File: config.mk
export PLATFORM = sky130hd
export DESIGN_NAME = fir_filter_param
export DESIGN_NICKNAME = d
export VERILOG_FILES = /design/src/rtl/fir_filter_param.sv
export SDC_FILE = /design/constraint.sdc
export NUM_CORES = 1
export LEC_CHECK = 0
export BUFFER_PORTS_ARGS = -buffer_cell sky130_fd_sc_hd__buf_2
export CELL_PAD_IN_SITES_DETAIL_PLACEMENT = 1
export CELL_PAD_IN_SITES_GLOBAL_PLACEMENT = 2
export CORE_MARGIN = 4
export CORE_UTILIZATION = 44
export CTS_BUF_LIST = sky130_fd_sc_hd__clkbuf_16
export CTS_CLUSTER_DIAMETER = 200
export DETAILED_ROUTE_END_ITERATION = 12
export PLACE_DENSITY_LB_ADDON = 0.1
export SYNTH_ARGS = -nofsm -noshare
export SYNTH_HDL_FRONTEND = slang
export SYNTH_SLANG_ARGS = --single-unit
export TNS_END_PERCENT = 10
File: constraint.sdc
create_clock -name clk -period 12.5 [get_ports clk]
set_clock_uncertainty 0.2 [all_clocks]
set_input_delay 2.5 -clock clk [delete_from_list [all_inputs] [get_ports clk]]
set_output_delay 2.5 -clock clk [all_outputs]
set_load 0.1 [all_outputs]
File: src/rtl/fir_filter_param.sv
// Sequential FIR filter: one multiply-accumulate per cycle over a TAPS-deep delay line,
// with coefficients writable at runtime. Define FIR_SAT_EN to saturate the output instead of wrapping.
module fir_filter_param #(
  parameter int DATA_W = 8,
  parameter int COEF_W = 8,
  parameter int TAPS   = 3,
  parameter int FRAC   = 4,
  parameter int OUT_W  = 16
) (
  input  logic                      clk,
  input  logic                      rst,
  input  logic                      coef_we,
  input  logic [$clog2(TAPS)-1:0]   coef_addr,
  input  logic signed [COEF_W-1:0]  coef_data,
  output logic                      coef_err,
  input  logic                      in_valid,
  output logic                      in_ready,
  input  logic signed [DATA_W-1:0]  in_data,
  output logic                      out_valid,
  input  logic                      out_ready,
  output logic signed [OUT_W-1:0]   out_data
);

  localparam int KW     = $clog2(TAPS);
  localparam int PROD_W = DATA_W + COEF_W;
  localparam int ACC_W  = PROD_W + KW;
  localparam logic [KW-1:0] K_LAST = KW'(TAPS - 1);
  localparam logic [KW:0]   TAPS_L = (KW + 1)'(TAPS);

  typedef enum logic [1:0] {IDLE, MAC, OUT} state_t;

  state_t                   state_q;
  logic signed [DATA_W-1:0] x_q    [TAPS];
  logic signed [COEF_W-1:0] coef_q [TAPS];
  logic signed [ACC_W-1:0]  acc_q;
  logic [KW-1:0]            k_q;
  logic                     out_valid_q;
  logic signed [OUT_W-1:0]  out_data_q;
  logic                     coef_err_q;

  logic signed [PROD_W-1:0] prod;
  logic signed [ACC_W-1:0]  acc_d;
  logic signed [ACC_W-1:0]  shifted;
  logic signed [OUT_W-1:0]  out_data_d;
  logic                     addr_bad;
  logic                     coef_ok;

`ifdef FIR_SAT_EN
  localparam int EXT_W = ((ACC_W > OUT_W) ? ACC_W : OUT_W) + 1;
  localparam logic signed [EXT_W-1:0] SAT_MAX = {{(EXT_W-OUT_W+1){1'b0}}, {(OUT_W-1){1'b1}}};
  localparam logic signed [EXT_W-1:0] SAT_MIN = {{(EXT_W-OUT_W+1){1'b1}}, {(OUT_W-1){1'b0}}};
  logic signed [EXT_W-1:0] ext;
`endif

  // The final product is folded in combinationally so the result is ready on entry to OUT.
  always_comb begin
    prod     = PROD_W'(coef_q[k_q]) * PROD_W'(x_q[k_q]);
    acc_d    = acc_q + ACC_W'(prod);
    shifted  = acc_d >>> FRAC;
`ifdef FIR_SAT_EN
    ext = EXT_W'(shifted);
    if (ext > SAT_MAX) begin
      out_data_d = SAT_MAX[OUT_W-1:0];
    end else if (ext < SAT_MIN) begin
      out_data_d = SAT_MIN[OUT_W-1:0];
    end else begin
      out_data_d = ext[OUT_W-1:0];
    end
`else
    out_data_d = OUT_W'(shifted);
`endif
    addr_bad = ({1'b0, coef_addr} >= TAPS_L);
    coef_ok  = coef_we && (state_q == IDLE) && !addr_bad;
  end

  always_ff @(posedge clk or posedge rst) begin
    if (rst) begin
      state_q     <= IDLE;
      acc_q       <= '0;
      k_q         <= '0;
      out_valid_q <= 1'b0;
      out_data_q  <= '0;
      coef_err_q  <= 1'b0;
      for (int i = 0; i < TAPS; i++) begin
        x_q[i]    <= '0;
        coef_q[i] <= '0;
      end
    end else begin
      coef_err_q <= coef_we && !coef_ok;
      if (coef_ok) begin
        coef_q[coef_addr] <= coef_data;
      end
      case (state_q)
        IDLE: begin
          if (in_valid) begin
            x_q[0] <= in_data;
            for (int i = 1; i < TAPS; i++) begin
              x_q[i] <= x_q[i-1];
            end
            acc_q   <= '0;
            k_q     <= '0;
            state_q <= MAC;
          end
        end
        MAC: begin
          acc_q <= acc_d;
          k_q   <= k_q + 1'b1;
          if (k_q == K_LAST) begin
            out_data_q  <= out_data_d;
            out_valid_q <= 1'b1;
            state_q     <= OUT;
          end
        end
        OUT: begin
          if (out_ready) begin
            out_valid_q <= 1'b0;
            state_q     <= IDLE;
          end
        end
        default: state_q <= IDLE;
      endcase
    end
  end

  assign in_ready  = (state_q == IDLE);
  assign out_valid = out_valid_q;
  assign out_data  = out_data_q;
  assign coef_err  = coef_err_q;

endmodule

Word-level counts from Yosys, hierarchy flattened
Index checks and enable logic that the tools add are counted.
W data, S select, Z words.
- magnitude comparators: 4
- add/sub/neg operators: 2
- eq/ne operators: 6
- multipliers: 1
- reductions and logical operators: 14
- divide/modulo/power cells: 0
- bitwise gates (word level): 2
- shift operators: 0
- mux-type cells: 20
- operator list (cell ; count):
    $mux W8 ; 5
    $pmux W18 S2 ; 1
    $bmux W8 S2 ; 2
    $bwmux W24 ; 1
    $add A18 B16 Y18 ; 1
    $mux W18 ; 1
    $demux W8 S2 ; 1
    $mul A8 B8 Y16 ; 1
    $mux W2 ; 4
    $ge A3 B3 Y1 const B ; 2
    $ne A2 B2 Y1 const B ; 3
    $not A2 Y3 ; 2
    $pmux W2 S3 ; 1
    $reduce_and A2 Y1 ; 3
    $reduce_and A3 Y1 ; 2
    $eq A2 B2 Y1 const B ; 2
    $logic_and A1 B1 Y1 ; 4
    $pmux W2 S2 ; 1
    $reduce_bool A2 Y1 ; 2
    $lt A3 B1 Y1 const B ; 1
    $add A2 B1 Y2 const B ; 1
    $eq A2 B1 Y1 const B ; 1
    $ge A2 B2 Y1 const B ; 1
    $logic_not A1 Y1 ; 2
    3 further kinds ; 4
- word-level logic and storage cells: 61
- bits in latches: 0
- memory bits (writable): 0
- output and inout bits: 19
- bits in read-only memories: 0
- memories kept: 0
- flip-flop bits (word level): 86

Longest topological paths before layout
Gate-level depths: netlist of the first run.
- depth in word-level cells: 7
- gate-level depth with buffers: 24
- gate-level depth less buffers: 22

Worst setup path after synthesis of the first run
OpenSTA, ideal clock, no wires.
- path type: register -> register
- from: reg k_q[1]
- to: reg acc_q[15]
- buffers on the path: 2
- arrival: 5.675 ns
- cell stages (with the launch flop): 21
- library setup time: 0.130 ns
- period minus slack after synthesis: 6.004 ns
- setup slack: 6.496 ns
- path through: dfrtp_1 -> buf_4 -> nor2_4 -> buf_4 -> nand2_1 -> o21a_1 -> nor2_1 -> inv_1 -> fa_1 -> inv_1 -> fa_1 -> fa_1 -> fa_1 -> fa_1 -> ha_1 -> a21oi_1 -> o211ai_2 -> a41o_1 -> a21oi_2 -> xor2_1 -> o21ai_1
- word-level cells in the longest chain between the ends: 7
- elaborated cells on any way between the ends: 10
- classes of those cells: 1 x add/sub; 1 x mul; 7 x mux; 1 x bitwise
- ends and longest elaborated chain (item ; line ; source):
    start, declared ; 36 ; logic [KW-1:0] k_q;
    start signal, assigned ; 107 ; k_q <= k_q + 1'b1;
    $not A2 Y3 (not written as such) (*) ; 57 ; prod = PROD_W'(coef_q[k_q]) * PROD_W'(x_q[k_q]);
    $bmux W8 S2 ; 57 ;
    $mux W8 (not written as such) (2 in a row) ; 57 ;
    $mul A8 B8 Y16 (*) ; 57 ;
    $add A18 B16 Y18 (*) ; 58 ; acc_d = acc_q + ACC_W'(prod);
    $pmux W18 S2 (*) ; 93 ; case (state_q)
    end signal, assigned ; 79 ; acc_q <= '0;
    end signal, assigned ; 100 ; acc_q <= '0;
    end signal, assigned ; 106 ; acc_q <= acc_d;
    end, declared ; 35 ; logic signed [ACC_W-1:0] acc_q;
Mark *: on every way between the ends. The rest lies on a longest branch, timed or not. The select of a mux whose other input is x is not followed.
A chain may end at the register's enable or synchronous reset.

Worst setup path in the final report of the first run
- from: reg k_q[0]
- to: reg out_data_q[13], in the netlist out_data[13]
- word-level cells in the longest chain between the ends: 6
- elaborated cells on any way between the ends: 11
- classes of those cells: 1 x add/sub; 1 x mul; 1 x eq/ne; 6 x mux; 1 x bitwise; 1 x reduce/logical
- ends and longest elaborated chain (item ; line ; source):
    $not A2 Y3 (not written as such) ; 57 ;
    $bmux W8 S2 ; 57 ;
    $mux W8 (not written as such) (2 in a row) ; 57 ;
    $mul A8 B8 Y16 ; 57 ;
    $add A18 B16 Y18 ; 58 ;
    end signal, assigned ; 109 ; out_data_q <= out_data_d;
    end, declared ; 38 ; logic signed [OUT_W-1:0] out_data_q;
Several ways; a longest one is shown, not always the timed one. The select of a mux whose other input is x is not followed.

==> metrics.txt, run 1 <==
outcome finished clean; routing usage on met1 25.7%; top cell type's share of synthesized area a little under a third; Slowest-stage cell, CP nor2b_1; Detail Route Antenna Nets 0; critical path arrival roughly 7 ns; setup_tns 0 ns; later-pin clock latency in the skew report ~0.35 ns; Core ar. 15200 µm²; Slew HR between 20 and 30%; Mean Syn Cell Area around 11 µm²; Top delay family on crit path adder cells; clock transition at the registers of the reported paths 0.07 ns; most common cell in the netlist inv_1; TritonCTS clock tree yes; global-route met3 utilization 2.62%; final setup vio count 0; drt drc 0; Layout Nets ~830; worst path cell trace inv_1, nor2_4, nand2_1, o21ai_1, nor2b_1, fa_1, inv_1, fa_1, inv_1, fa_1, fa_1, ha_1, ha_1, a21oi_1, nand2_1, nor3_1, a31oi_1, xnor2_1, o21ai_0; clk buf depth 2; Port Buffer Count 41; I/O pin cnt 42; Critical Path Sink Type flip-flop; Mapped Nets about 790; GR peak layer met2; Req. time, crit path between 10 and 15 ns; Num CTS Buffers 9; Root Buffer clkbuf_16; die area approximately 18000 µm²; number of synthesized register bits between 80 and 90; Gate Count Post-Synth between 600 and 700; Total GRT Usage 19.3%; Post CTS Setup Buffer Count 0; First DRT Iteration DRCs ~140; Congestion Overflow GR 0; DPL Wire Length ~12 mm; CP peak stage delay ~0.96 ns; number of fill cells in the layout ~1700; met2 Use GR between 30 and 40%; Wirelength per Cell about 18 µm; chip width roughly 130 µm; synthesis-to-layout area growth 10.3%; final hold violation count 0; share of cells above drive strength 1 between 10% and 20%; crit path buf inv count 3; slew at the pin closest to its max-slew limit around 1.1 ns; number of synthesized flops with an enable pin 0; initial antenna violation count 0; max_cap viols 0; largest net degree at the start of global routing 87; hold-fix buffers at CTS 0; H-tree levels 3; asr flop ratio synth 100%; Mapped Area around 7000 µm²; Worst setup SP type flip-flop; fin crit period about 7 ns; CTS sink count 86; Setup CP Type flip-flop to flip-flop; dominant cell type by area after synthesis dfrtp_1; Vias/cell 5.20; maximum clock rate roughly 140 MHz; Period Utilization, post-route 56.5%; num rows 45; initial core utilization between 40% and 50%; CP max FO 24; crit-path most repeated cell fa_1; YS warnings 0; Cell variety after synth between 40 and 50; number of gates resized after CTS 0; Final Routed Wirelength roughly 15 mm; commonest cells in the netlist inv_1, dfrtp_1, fa_1; vias post-DR around 4600; diodes inserted 0; ranking of synthesized cells by area dfrtp_1, fa_1, mux2_2, ha_1, inv_1; Placer Congestion 0.848; ys flop type dfrtp_1; max-slew violations 0; Seq/Total Area, Yosys 31.5%; Die Span Y about 130 µm; Pre-antenna DRT Iters 4; global-route wire length before repair 27.1 mm; vias in the first global route roughly 5300; hold crit path type flip-flop to flip-flop; RSZ-0062 raised after global routing no
==> final cells by class <==
class / count / area [µm²] / share of cell area [%]
inverters: 96 / 362 / 4.79
clock buffers: 9 / 225 / 2.99
multi-input cells: 447 / 4230 / 56.1
clock inverters: 7 / 90.1 / 1.19
well taps: 188 / 235 / 3.12
repair buffers: 47 / 250 / 3.32
flip-flops and latches: 86 / 2150 / 28.5
==> routing by layer <==
layer | part of all wire, % | routed length (µm)
met5 | 0 | 0
met3 | 2.8 | 428
met4 | 1.9 | 297
met2 | 49 | 7530
met1 | 47 | 7230
==> per-stage QoR <==
stage	hold slack (ns)	instance area [µm²]	setup slack [ns]	util, %	std cells
2_1_floorplan	0.267	6840	6.50	-	648
3_3_place_gp	0.260	7230	5.70	47.6	864
3_5_place_dp	0.261	7230	5.38	47.6	864
4_1_cts	0.294	7540	5.37	49.6	880
5_1_grt	0.328	7540	4.94	49.6	880
6_report	0.286	7540	5.44	49.6	880
==> registers in the layout (all words and copies together) (netlist names) <==
register	flops
k_q	2
out_data	14
coef_err	1
x_q	24
out_valid	1
state_q	2
coef_q	24
acc_q	18
==> kinds of logic after synthesis <==
| kind of cell | count (synthesis) | synth area share, % |
|---|---|---|
| adders and majority gates | 123 | 31.3 |
| DFF | 86 | 31.5 |
| AOI/OAI and AO/OA | 82 | 7.46 |
| muxes | 67 | 10.7 |
| buffers and inverters | 115 | 6.71 |
| xor gates and xnor gates | 15 | 1.92 |
| and+or+nand+nor | 160 | 10.4 |
==> cells in the final DEF (no fill, tap or decap), drive strengths merged, types with 18 or more instances in the layout <==
cell type,netlist,final
ha,43,43
inv,96,96
dfrtp,86,86
buf,10,47
mux2,49,49
nand2,52,52
nand3,21,21
o21ai,32,32
nor2,56,56
mux2i,18,18
fa,80,80
==> worst paths after layout <==
path,start,end,slack (ns),cells after the start
max in group asynchronous,rst,acc_q[8],9.09,3
worst min-delay path,out_data[5],out_data[5],0.29,2
worst max-delay path,k_q[0],out_data[13],5.44,19
worst max register to register,k_q[0],out_data[13],5.44,19
min in group asynchronous,rst,coef_q[3],2.31,3
worst min register to register,out_data[5],out_data[5],0.29,2
==> tightest hold or removal path, cell delays in order, from the launching register on <==
cell and delay, ns:
dfrtp_1 0.34, nand2_1 0.05, o21ai_0 0.06
Power of run 1 is left out: the tool's default activity adds up to more than one toggle a clock period on the data nets, which glitch-free logic cannot reach.
==> run 2, diff against run 1 <==
- CORE_UTILIZATION: 44 -> 41
- clock period: 12.5 -> 6.6 ns (I/O delays scaled with it)
==> run 2 against run 1 <==
Compared with the run above:
- hold slack worse by 0.0064 ns
- utilization is 1.8 points lower
- via count is 2.8% higher
- sequential share of layout area is 0.58 points lower
- non-clock buffer count is 14 higher
- critical endpoint is now acc_q[14]
==> metrics.txt, run 2 (synthesized netlist as in run 1, its figures left out) <==
share of cells above drive strength 1 19.7% (+2.1 points); CTS sink count 86 (unchanged); num rows 46 (+2.2%); later-pin clock latency in the skew report 0.35 ns (about the same); outcome finished clean; number of gates resized after CTS 0 (unchanged); chip width 137 µm (+3.4%); CP max FO 10 (-58%); initial antenna violation count 0 (unchanged); maximum clock rate 161 MHz (+13%); global-route wire length before repair 28.2 mm (+4.3%); DPL Wire Length 13.3 mm (+7.6%); First DRT Iteration DRCs 163 (+20%); Top delay family on crit path adder cells; hold crit path type flip-flop to flip-flop; hold_sp out_data[3]; Total GRT Usage 19.6% (+0.34 points); crit path buf inv count 5 (+2); vias post-DR 4706 (+2.8%); Vias/cell 5.10 (-1.9%); critical path arrival 6.27 ns (-0.81 ns); drt drc 0 (unchanged); final instance count without filler cells 922 (+4.8%); hold-fix buffers at CTS 0 (unchanged); I/O pin cnt 42 (unchanged); Final Routed Wirelength 16.8 mm (+8.4%); # placed instances 906 (+4.9%); H-tree levels 3 (unchanged); Period Utilization, post-route 94.4% (+38 points); Detail Route Antenna Nets 0 (unchanged); largest net degree at the start of global routing 56 (-36%); synthesis-to-layout area growth 12.6%; clock transition at the registers of the reported paths 0.07 ns (about the same); hold depth 2 (unchanged); Final Hold Slack 0.279 ns (-0.00640 ns); Congestion Overflow GR 0 (unchanged); R2R Setup Slk 0.37 ns (-5.07 ns); hold endpoint out_data[3]; Port Buffer Count 41 (unchanged); Core ar. 16100 µm² (+6.0%); setup_tns 0 ns (unchanged); final setup vio count 0 (unchanged); final hold violation count 0 (unchanged); Req. time, crit path 6.64 ns (-5.88 ns); Layout Nets 847 (+1.7%); Pre-antenna DRT Iters 4 (unchanged); initial core utilization 42.4% (-2.5 points); leading cell type in the layout, fill and taps excluded inv_1; worst path cell trace buf_4, mux2i_1, nor2_1, a21oi_1, inv_1, and2_1, fa_1, fa_1, ha_1, inv_1, fa_1, inv_1, ha_1, ha_1, inv_1, fa_1, nor2b_1, o21a_1, o21ai_1, a21oi_1, nor3_1, o31ai_1; worst-case reg-to-reg path depth 22 (+3); Largest regs coef_q: 24 flops, x_q: 24 flops, acc_q: 18 flops; CP peak stage delay 0.67 ns (-0.29 ns); most frequent cells in the layout inv_1, dfrtp_1, fa_1; Slew HR 38.5% (+13 points); diodes inserted 0 (unchanged); Critical Path Sink Type flip-flop; Wirelength per Cell 18.2 µm (+3.4%); Setup CP Type flip-flop to flip-flop; max_cap viols 0 (unchanged); Root Buffer clkbuf_16; Num CTS Buffers 9 (unchanged); Post CTS Setup Buffer Count 0 (unchanged); Worst R2R End acc_q[14]; vias in the first global route 5479 (+2.6%); slew at the pin closest to its max-slew limit 0.920 ns (-0.199 ns); clk buf depth 2 (unchanged); Worst setup SP type flip-flop; Placer Congestion 0.799 (-5.8%); RSZ-0062 raised after global routing no; die area 18800 µm² (+6.9%); Slowest-stage cell, CP dfrtp_1; fin crit period 6.23 ns (-0.826 ns); Die Span Y 137 µm (+3.4%); TritonCTS clock tree yes; max-slew violations 0 (unchanged); Reg2Reg Launch Point k_q[1]
run 2: changes by cell type in the layout (fill, tap and decap cells not counted), sizes merged:
cell      previous run  this run
inv                 96        98
clkinvlp             0         1
clkinv               5         2
buf                 47        61
run 2: layout make-up:
cell class | instances | area, µm²
clock buffers | 9 | 225
inverters | 96 | 362
multi-input cells | 447 | 4240
clock inverters | 7 | 101
repair buffers | 61 | 355
fillers | 1777 | 8410
flip-flops and latches | 86 | 2150
well taps | 216 | 270
run 2: worst register-to-register path: stages, from the launching register on:
cell     delay, ns
dfrtp_1       0.67
buf_4         0.34
mux2i_1       0.22
nor2_1        0.06
a21oi_1       0.35
inv_1         0.20
and2_1        0.20
fa_1          0.50
fa_1          0.42
ha_1          0.29
inv_1         0.04
fa_1          0.47
inv_1         0.04
ha_1          0.26
ha_1          0.21
inv_1         0.07
fa_1          0.40
nor2b_1       0.14
o21a_1        0.16
o21ai_1       0.11
a21oi_1       0.39
nor3_1        0.13
o31ai_1       0.25
run 2: worst max path at each step:
stage / to / startpoint / slack (ns) / cells after the start
after global placement: out_data[11] / k_q[1] / 0.40 / 19
after detailed placement: acc_q[17] / k_q[1] / 0.30 / 19
after floorplan: acc_q[15] / k_q[1] / 0.60 / 20
after CTS: acc_q[17] / k_q[1] / 0.25 / 19
final: acc_q[14] / k_q[1] / 0.37 / 22
after global routing: acc_q[17] / k_q[1] / 0.00007 / 21
run 2: stage by stage:
stage	setup slack (ns)	util [%]	cell area, µm²
after floorplan	0.596	-	6840
after global placement	0.404	45.7	7370
after detailed placement	0.299	45.7	7370
after CTS	0.247	47.7	7690
after global routing	0.0000742	47.8	7700
final	0.370	47.8	7700
run 2: per-layer routing:
| metal | global-route usage, % | share of wire, % | vias to the layer above | routed length [µm] |
|---|---|---|---|---|
| met1 | 24.6 | 44 | 2464 | 7320 |
| met3 | 2.50 | 1.6 | 12 | 264 |
| met5 | 0 | 0 | - | 0 |
| met4 | 3.99 | 0.98 | 0 | 165 |
| li1 | - | - | 2190 | - |
| met2 | 36.2 | 54 | 40 | 9030 |
Power of run 2 is left out for the same reason.
